**config.mk**
```make
export PLATFORM = sky130hd
export DESIGN_NAME = sensor_cmd_scheduler
export DESIGN_NICKNAME = d
export VERILOG_FILES = /design/src/rtl/sensor_cmd_scheduler.sv
export SDC_FILE = /design/constraint.sdc
export NUM_CORES = 1
export LEC_CHECK = 0
export ABC_AREA = 1
export BUFFER_PORTS_ARGS = -buffer_cell sky130_fd_sc_hd__buf_4
export CELL_PAD_IN_SITES_DETAIL_PLACEMENT = 0
export CELL_PAD_IN_SITES_GLOBAL_PLACEMENT = 1
export CORE_MARGIN = 2
export CORE_UTILIZATION = 39
export DETAILED_ROUTE_END_ITERATION = 12
export GPL_ROUTABILITY_DRIVEN = 0
export GPL_TIMING_DRIVEN = 0
export PLACE_DENSITY_LB_ADDON = 0.3
export SLEW_MARGIN = 20
export SYNTH_ARGS = -nofsm -noshare
export SYNTH_HDL_FRONTEND = slang
export SYNTH_SLANG_ARGS = --single-unit
```
**constraint.sdc**
```tcl
create_clock -name clk -period 1.95 [get_ports clk]
set_clock_uncertainty 0.15 [all_clocks]
set_input_delay 0.585 -clock clk [delete_from_list [all_inputs] [get_ports clk]]
set_output_delay 0.585 -clock clk [all_outputs]
set_load 0.1 [all_outputs]
```
**src/rtl/sensor_cmd_scheduler.sv**
```systemverilog
// sensor_cmd_scheduler: validates a host (address, command) pair, runs one
// DHT11 measurement, and returns a 2-byte response through the UART TX.
// Optional feature macro: CONTINUOUS_EN (periodic monitoring session).
//
// state         | meaning
// --------------+----------------------------------------------------
// S_IDLE        | waiting for a command edge or a continuous tick
// S_CHECK       | validate latched address/code, update session
// S_START       | pulse sensor_start, clear timeout counter
// S_WAIT_SENSOR | wait for done / error / timeout
// S_LOAD        | build response pair, load byte 0
// S_SEND0       | pulse tx_start for byte 0 once TX is free
// S_WAIT0       | wait for byte 0 to finish (busy high then low)
// S_SEND1       | pulse tx_start for byte 1 once TX is free
// S_WAIT1       | wait for byte 1 to finish
module sensor_cmd_scheduler #(
  parameter int NUM_SENSORS    = 32,
  parameter int TIMEOUT_CYCLES = 2_500_000,
  parameter int PERIOD_CYCLES  = 50_000_000
) (
  input  logic        clk,
  input  logic        rst_n,
  input  logic        cmd_valid,
  input  logic [7:0]  cmd_address,
  input  logic [7:0]  cmd_code,
  output logic [7:0]  sensor_addr,
  output logic        sensor_start,
  input  logic        sensor_done,
  input  logic        sensor_error,
  input  logic [39:0] sensor_data,
  output logic [7:0]  tx_data,
  output logic        tx_start,
  input  logic        tx_busy,
  output logic        busy,
  output logic        cmd_drop
);

  typedef enum logic [3:0] {
    S_IDLE, S_CHECK, S_START, S_WAIT_SENSOR, S_LOAD,
    S_SEND0, S_WAIT0, S_SEND1, S_WAIT1
  } state_t;

  localparam logic [7:0] CODE_STATUS = 8'h00;
  localparam logic [7:0] CODE_TEMP   = 8'h01;
  localparam logic [7:0] CODE_HUM    = 8'h02;
`ifdef CONTINUOUS_EN
  localparam logic [7:0] CODE_CTEMP  = 8'h03;
  localparam logic [7:0] CODE_CHUM   = 8'h04;
  localparam logic [7:0] CODE_STOP_T = 8'h05;
  localparam logic [7:0] CODE_STOP_H = 8'h06;
`endif

  localparam int TW = $clog2(TIMEOUT_CYCLES + 1);
  localparam logic [TW-1:0] TO_LAST = TW'(TIMEOUT_CYCLES - 1);
  localparam logic [8:0] NUM_S = 9'(NUM_SENSORS);

  state_t        state, state_nxt;
  logic          cmd_valid_q;
  logic          cmd_edge;
  logic [7:0]    addr_q, code_q;
  logic          addr_bad;
  logic          res_fault_q;
  logic [7:0]    hum_q, temp_q;
  logic [TW-1:0] to_cnt;
  logic          to_hit;
  logic          seen_busy_q;
  logic [7:0]    resp_code, resp_val;
  logic          tick;
  logic [7:0]    tick_addr, tick_code;
  logic          unused_data;

  assign cmd_edge    = cmd_valid & ~cmd_valid_q;
  assign addr_bad    = {1'b0, addr_q} >= NUM_S;
  assign to_hit      = (to_cnt == TO_LAST);
  assign unused_data = ^{sensor_data[31:24], sensor_data[15:0]};

`ifdef CONTINUOUS_EN
  localparam int PW = $clog2(PERIOD_CYCLES + 1);
  localparam logic [PW-1:0] PER_LAST = PW'(PERIOD_CYCLES - 1);

  logic          sess_active_q, sess_hum_q, tick_pend_q;
  logic [7:0]    sess_addr_q;
  logic [PW-1:0] per_cnt;

  assign tick      = (state == S_IDLE) && sess_active_q &&
                     ((per_cnt == PER_LAST) || tick_pend_q);
  assign tick_addr = sess_addr_q;
  assign tick_code = sess_hum_q ? CODE_HUM : CODE_TEMP;

  // Session register and period counter; a tick lost to a command edge is held pending.
  always_ff @(posedge clk or negedge rst_n) begin
    if (!rst_n) begin
      sess_active_q <= 1'b0;
      sess_hum_q    <= 1'b0;
      sess_addr_q   <= '0;
      tick_pend_q   <= 1'b0;
      per_cnt       <= '0;
    end else begin
      if (state == S_IDLE && sess_active_q)
        per_cnt <= (per_cnt == PER_LAST) ? '0 : per_cnt + 1'b1;
      if (tick)
        tick_pend_q <= cmd_edge;
      if (state == S_CHECK && !addr_bad) begin
        case (code_q)
          CODE_CTEMP, CODE_CHUM: begin
            sess_active_q <= 1'b1;
            sess_hum_q    <= (code_q == CODE_CHUM);
            sess_addr_q   <= addr_q;
            per_cnt       <= '0;
            tick_pend_q   <= 1'b0;
          end
          CODE_STOP_T: if (!sess_hum_q) begin
            sess_active_q <= 1'b0;
            tick_pend_q   <= 1'b0;
          end
          CODE_STOP_H: if (sess_hum_q) begin
            sess_active_q <= 1'b0;
            tick_pend_q   <= 1'b0;
          end
          default: ;
        endcase
      end
    end
  end
`else
  assign tick      = 1'b0;
  assign tick_addr = 8'h00;
  assign tick_code = 8'h00;
`endif

  // State register.
  always_ff @(posedge clk or negedge rst_n) begin
    if (!rst_n) state <= S_IDLE;
    else        state <= state_nxt;
  end

  // Next-state logic and pulse outputs.
  always_comb begin
    state_nxt    = state;
    sensor_start = 1'b0;
    tx_start     = 1'b0;
    busy         = (state != S_IDLE);
    cmd_drop     = cmd_edge && (state != S_IDLE);
    case (state)
      S_IDLE: begin
        if (cmd_edge)  state_nxt = S_CHECK;
        else if (tick) state_nxt = S_START;
      end
      S_CHECK: begin
        state_nxt = S_LOAD;
        if (!addr_bad) begin
          case (code_q)
            CODE_STATUS, CODE_TEMP, CODE_HUM: state_nxt = S_START;
`ifdef CONTINUOUS_EN
            CODE_CTEMP, CODE_CHUM:            state_nxt = S_START;
`endif
            default:                          state_nxt = S_LOAD;
          endcase
        end
      end
      S_START: begin
        sensor_start = 1'b1;
        state_nxt    = S_WAIT_SENSOR;
      end
      S_WAIT_SENSOR: begin
        if (sensor_error || sensor_done || to_hit) state_nxt = S_LOAD;
      end
      S_LOAD: state_nxt = S_SEND0;
      S_SEND0: begin
        if (!tx_busy) begin
          tx_start  = 1'b1;
          state_nxt = S_WAIT0;
        end
      end
      S_WAIT0: if (seen_busy_q && !tx_busy) state_nxt = S_SEND1;
      S_SEND1: begin
        if (!tx_busy) begin
          tx_start  = 1'b1;
          state_nxt = S_WAIT1;
        end
      end
      S_WAIT1: if (seen_busy_q && !tx_busy) state_nxt = S_IDLE;
      default: state_nxt = S_IDLE;
    endcase
  end

  // Response pair from the latched request and measurement result.
  always_comb begin
    resp_code = 8'hFF;
    resp_val  = 8'h00;
    if (addr_bad) begin
      resp_code = 8'hFE;
    end else begin
      case (code_q)
        CODE_STATUS: resp_code = res_fault_q ? 8'h1F : 8'h07;
`ifdef CONTINUOUS_EN
        CODE_TEMP, CODE_CTEMP: begin
`else
        CODE_TEMP: begin
`endif
          resp_code = res_fault_q ? 8'h1F : 8'h0A;
          resp_val  = res_fault_q ? 8'h00 : temp_q;
        end
`ifdef CONTINUOUS_EN
        CODE_HUM, CODE_CHUM: begin
`else
        CODE_HUM: begin
`endif
          resp_code = res_fault_q ? 8'h1F : 8'h09;
          resp_val  = res_fault_q ? 8'h00 : hum_q;
        end
`ifdef CONTINUOUS_EN
        CODE_STOP_T: resp_code = 8'h0B;
        CODE_STOP_H: resp_code = 8'h0C;
`endif
        default: resp_code = 8'hFF;
      endcase
    end
  end

  // Datapath: request latch, sensor address, timeout, result capture, TX byte.
  always_ff @(posedge clk or negedge rst_n) begin
    if (!rst_n) begin
      cmd_valid_q <= 1'b0;
      addr_q      <= '0;
      code_q      <= '0;
      sensor_addr <= '0;
      to_cnt      <= '0;
      res_fault_q <= 1'b0;
      hum_q       <= '0;
      temp_q      <= '0;
      tx_data     <= '0;
      seen_busy_q <= 1'b0;
    end else begin
      cmd_valid_q <= cmd_valid;
      case (state)
        S_IDLE: begin
          if (cmd_edge) begin
            addr_q <= cmd_address;
            code_q <= cmd_code;
          end else if (tick) begin
            addr_q      <= tick_addr;
            code_q      <= tick_code;
            sensor_addr <= tick_addr;
          end
        end
        S_CHECK: if (state_nxt == S_START) sensor_addr <= addr_q;
        S_START: to_cnt <= '0;
        S_WAIT_SENSOR: begin
          to_cnt <= to_cnt + 1'b1;
          if (state_nxt == S_LOAD) begin
            // error outranks done; timeout without done is a fault
            res_fault_q <= sensor_error || !sensor_done;
            hum_q       <= sensor_data[39:32];
            temp_q      <= sensor_data[23:16];
          end
        end
        S_LOAD: tx_data <= resp_code;
        S_SEND0, S_SEND1: seen_busy_q <= 1'b0;
        S_WAIT0: begin
          if (tx_busy) seen_busy_q <= 1'b1;
          if (state_nxt == S_SEND1) tx_data <= resp_val;
        end
        S_WAIT1: if (tx_busy) seen_busy_q <= 1'b1;
        default: ;
      endcase
    end
  end

endmodule
```
# Word level (Yosys, flattened, before mapping)
# Cells that the tools add are included.
# classes
addsub	1
magnitude_cmp	1
eq_ne	16
muxes	26
bitwise	2
n_reduce_logical	21
# ops
operator	n
case mux 22 bit (2 select lines)	1
two-way mux 8 bit	5
case mux 4 bit (9 select lines)	1
case mux 8 bit (2 select lines)	2
equality test 4 x 3 -> 1 bit, second input constant	6
two-way mux 4 bit	6
case mux 8 bit (3 select lines)	1
adder 22 x 1 -> 22 bit, second input constant	1
equality test 22 bit, second input constant	1
two-way mux 5 bit	3
equality test 4 x 2 -> 1 bit, second input constant	3
AND reduction 2 bit	5
equality test 8 x 1 -> 1 bit, second input constant	1
equality test 8 x 2 -> 1 bit, second input constant	1
>= comparator 8 x 6 -> 1 bit, second input constant	1
zero test 8 bit	1
two-way mux 3 bit	2
nonzero test 2 bit	3
equality test 4 x 1 -> 1 bit, second input constant	1
equality test 4 bit, second input constant	1
zero test 4 bit	1
two-way mux 1 bit	4
nonzero test 4 bit	1
OR reduction 2 bit	2
9 further kinds	13
# totals
reg_bits	77
in_bits	62
output_inout_bits	20
elab_cells	78

# Depth between registers and ports, before layout
# depth
depth_word	8
ltp_mapped	11
depth_no_buf	11

# Least setup slack after synthesis
# Ideal clock, no wire load.
# synth_timing
path_type	reg2out
startpoint	register state[1]
endpoint	output port cmd_drop
t_arrival_ns	3.539
required_time_ns	1.215
setup_slack_ns	-2.324
path_stages_with_launch	4
path_buffers	0
cell_sequence	dfrtp_1 nor2_2 nand3_1 nor3b_1
# synth_via
elab_chain_len	2
# synth_rtl
item	line	rtl
start: declaration	57	state_t state, state_nxt;
start signal: assignment	134	else state <= state_nxt;
nonzero test 4 bit	-	
net busy	34	output logic busy,
logical AND 1 bit	143	cmd_drop = cmd_edge && (state != S_IDLE);
end: declaration	35	output logic cmd_drop
# The timed path passes the listed nets, and every way through them passes these cells.

# Worst setup path in the final report
# layout_timing
startpoint	register state[3]
endpoint	output port cmd_drop
# layout_via
elab_chain_len	2
# layout_rtl
item	line
nonzero test 4 bit	143
logical AND 1 bit	143
# No other way between the ends.

==> summary.txt <==
r2r setup slk: 0.16 ns
worst-path cell chain: inv_1 > nand3_4 > nor3b_4 > buf_12
status: complete, but fails checks
FFs w/ async S/R, synth: 100%
Hold Crit Class: input pin to async pin
number of global-route vias before repair: 3539
Worst-path clk slew: 0.08 ns
CP arrival: 1.42 ns
Syn-to-layout area delta: 25.2%
Post-Synth Simple-Gate Area: 37.5%
main combinational cell family by area after synthesis: simple AND/OR/NAND/NOR gates
GR Overflow Total: 0
Clock Path Buffers: 2
Syn Nets: 610
grt met3 use: 3.46%
Final Critical Period: 2.16 ns
Max-Slew Margin vs Limit: 52.6%
Setup WS post-layout: -0.208 ns
Critical Path RT: 1.21 ns
Final Hold Viols: 0
period utilisation layout: 111%
# clock sinks: 77
r2r worst-path depth: 9
post-synthesis mux area share: 0%
Final setup viols: 4
cell count after synthesis: 547
fin nets: 688
critical path's largest stage delay: 0.42 ns
Mapped Area: 0.00402 sq mm
vias per std cell: 4.76
Pleak: 2.46 nW
Synth cell types: 32
die height: 106 um
average size of a mapped cell: 7.35 sq um
flops & latches, synth: 77
Sum Neg Setup Slack: -0.675 ns
drt wl/cell: 12.8 um
Antenna Cells: 0
fmax: 463 MHz
final wirelength: 9.80 mm
crit end category: output pin
TritonCTS buffer count: 9
Die X-Extent: 106 um
Post-synth EDFFs: 0
row count: 37
minimum hold slack: 0.0991 ns
Layout Utilization: 49.4%
dpl hpwl: 7.07 mm
global route hottest layer: met2
adder-cell share of the synthesized area: 0.311%
RSZ-0062 raised after global routing: true
crit path buf inv count: 2
gr usage total: 18.3%
io pins: 82
placed instance area: 0.00466 sq mm
met1 Use GR: 24.7%
XOR/XNOR Fraction of Synth Area: 0.436%
sequential-to-total area share from yosys stat: 47.9%
CP delay by family, top: flip-flops
total chip power: 6.91 mW
clock latency on the worst-skew pair: 0.35 ns
DR pass1 iterations: 4
I/O Buffers: 57
R2R Path End: tx_data[2]$_DFFE_PN0P_
Max Slew Vio Count: 0
Synth Flop Type: dfrtp_1
GR Layer Usage met2: 30.2%
Starting Density: 39.5%
post-route ant nets: 0
Die Area: 0.0111 sq mm
pwr/cell area: 1370 mW/mm^2
DRC: 0
Max VDD drop: 0.633 mV
antenna violations before repair: 0
Synth Area in Compound Gates: 6.10%
Worst Setup Path Type: flop to output pin
H-tree depth: 3
global-route wire length before repair: 16.5 mm
largest net degree at the start of global routing: 78
layout cells sized above 1: 21.7%
worst-path maximum fanout: 4
maxcap violations: 0
Initial DRC Count: 182
failing checks: negative setup slack
CTS tree: yes
number of synthesis warnings: 0
slowest cell on the critical path: dfrtp_2
vias: 3649
startpoint types: flop
Final Instance Area: 0.00503 sq mm
r2r startpoint: state[3]$_DFF_PN0_
Core Area: 0.0102 sq mm
worst slew pin tran: 0.711 ns
root buf cell: clkbuf_8
repair_timing:
item,CTS,global route
pin swaps,2,4
setup buffers,4,6
gates resized for setup,21,5
endpoints found under the setup margin,17,26
hold buffers,0,0
cloned,0,0
synthesized netlist by cell type (4+ instances only):
cell type | instances | area [sq um]
inv_1 | 57 | 214
buf_2 | 4 | 20.0
nand4_1 | 9 | 56.3
nor2_2 | 7 | 43.8
buf_4 | 4 | 30.0
nand2_1 | 195 | 732
nand2_2 | 7 | 43.8
nor3_1 | 10 | 50.1
dfrtp_1 | 77 | 1930
nor2_1 | 56 | 210
a21oi_1 | 4 | 20.0
inv_2 | 5 | 18.8
o21ai_0 | 33 | 165
nand3_1 | 55 | 275
cell families after synthesis:
group / after synthesis
simple gates: 348
flops: 77
buf+inv: 73
compound gates: 46
xor+xnor: 2
fa+ha+maj: 1
registers in the layout, indices dropped and copies added, names as in the netlist:
signal,count
res_fault_q,1
sensor_addr,8
cmd_valid_q,1
temp_q,8
tx_data,8
seen_busy_q,1
to_cnt,22
state,4
addr_q,8
hum_q,8
code_q,8
through the flow:
step	cells	setup WS, ns
2_1_floorplan	547	-0.453
3_3_place_gp	740	-0.111
3_5_place_dp	740	-0.120
4_1_cts	760	-0.226
5_1_grt	766	-0.283
6_report	766	-0.208
worst max path at each step:
| stage | startpoint | end | slack, ns | cells past startpoint |
|---|---|---|---|---|
| after detailed placement | to_cnt[0]$_DFFE_PN0P_ | to_cnt[14]$_DFFE_PN0P_ | -0.12 | 8 |
| after floorplan | state[1]$_DFF_PN0_ | cmd_drop | -0.45 | 3 |
| final | state[3]$_DFF_PN0_ | cmd_drop | -0.21 | 4 |
| after global routing | state[3]$_DFF_PN0_ | tx_start | -0.28 | 6 |
| after global placement | to_cnt[0]$_DFFE_PN0P_ | temp_q[6]$_DFFE_PN0P_ | -0.11 | 11 |
| after CTS | state[3]$_DFF_PN0_ | tx_start | -0.23 | 6 |
placed cells by master (no fill, tap or decap), drive strengths merged:
cell type,Yosys,final
a21o,1,1
a21oi,4,4
a22oi,1,1
a31oi,1,1
buf,10,77
bufinv,0,2
clkbuf,0,10
clkinv,1,5
dfrtp,77,77
ha,1,1
inv,62,62
nand2,204,204
nand3,57,57
nand4,9,9
nor2,63,63
nor3,12,12
nor3b,1,1
o21ai,35,35
o22ai,2,2
o31ai,1,1
o32ai,1,1
or2,2,2
xor2,2,2
layer usage:
metal  wire length [um]  up-vias
li1                   -     1887
met1               4650     1697
met2               4700       55
met3                352       10
met4                 96        0
met5                  0        -
cell type report:
cell class | count | area [sq um]
Inverter | 63 | 238
Multi-Input combinational cell | 397 | 1860
Tap cell | 136 | 170
Fill cell | 1050 | 5150
Buffer | 10 | 72.6
Clock inverter | 6 | 87.6
Sequential cell | 77 | 1930
Timing Repair Buffer | 67 | 548
Clock buffer | 10 | 128
where the power goes:
part	internal (mW)	switching (mW)
registers	2.11	0.315
logic	0.919	2.22
clock network	0.722	0.631
(Power assumes the default switching activity.)
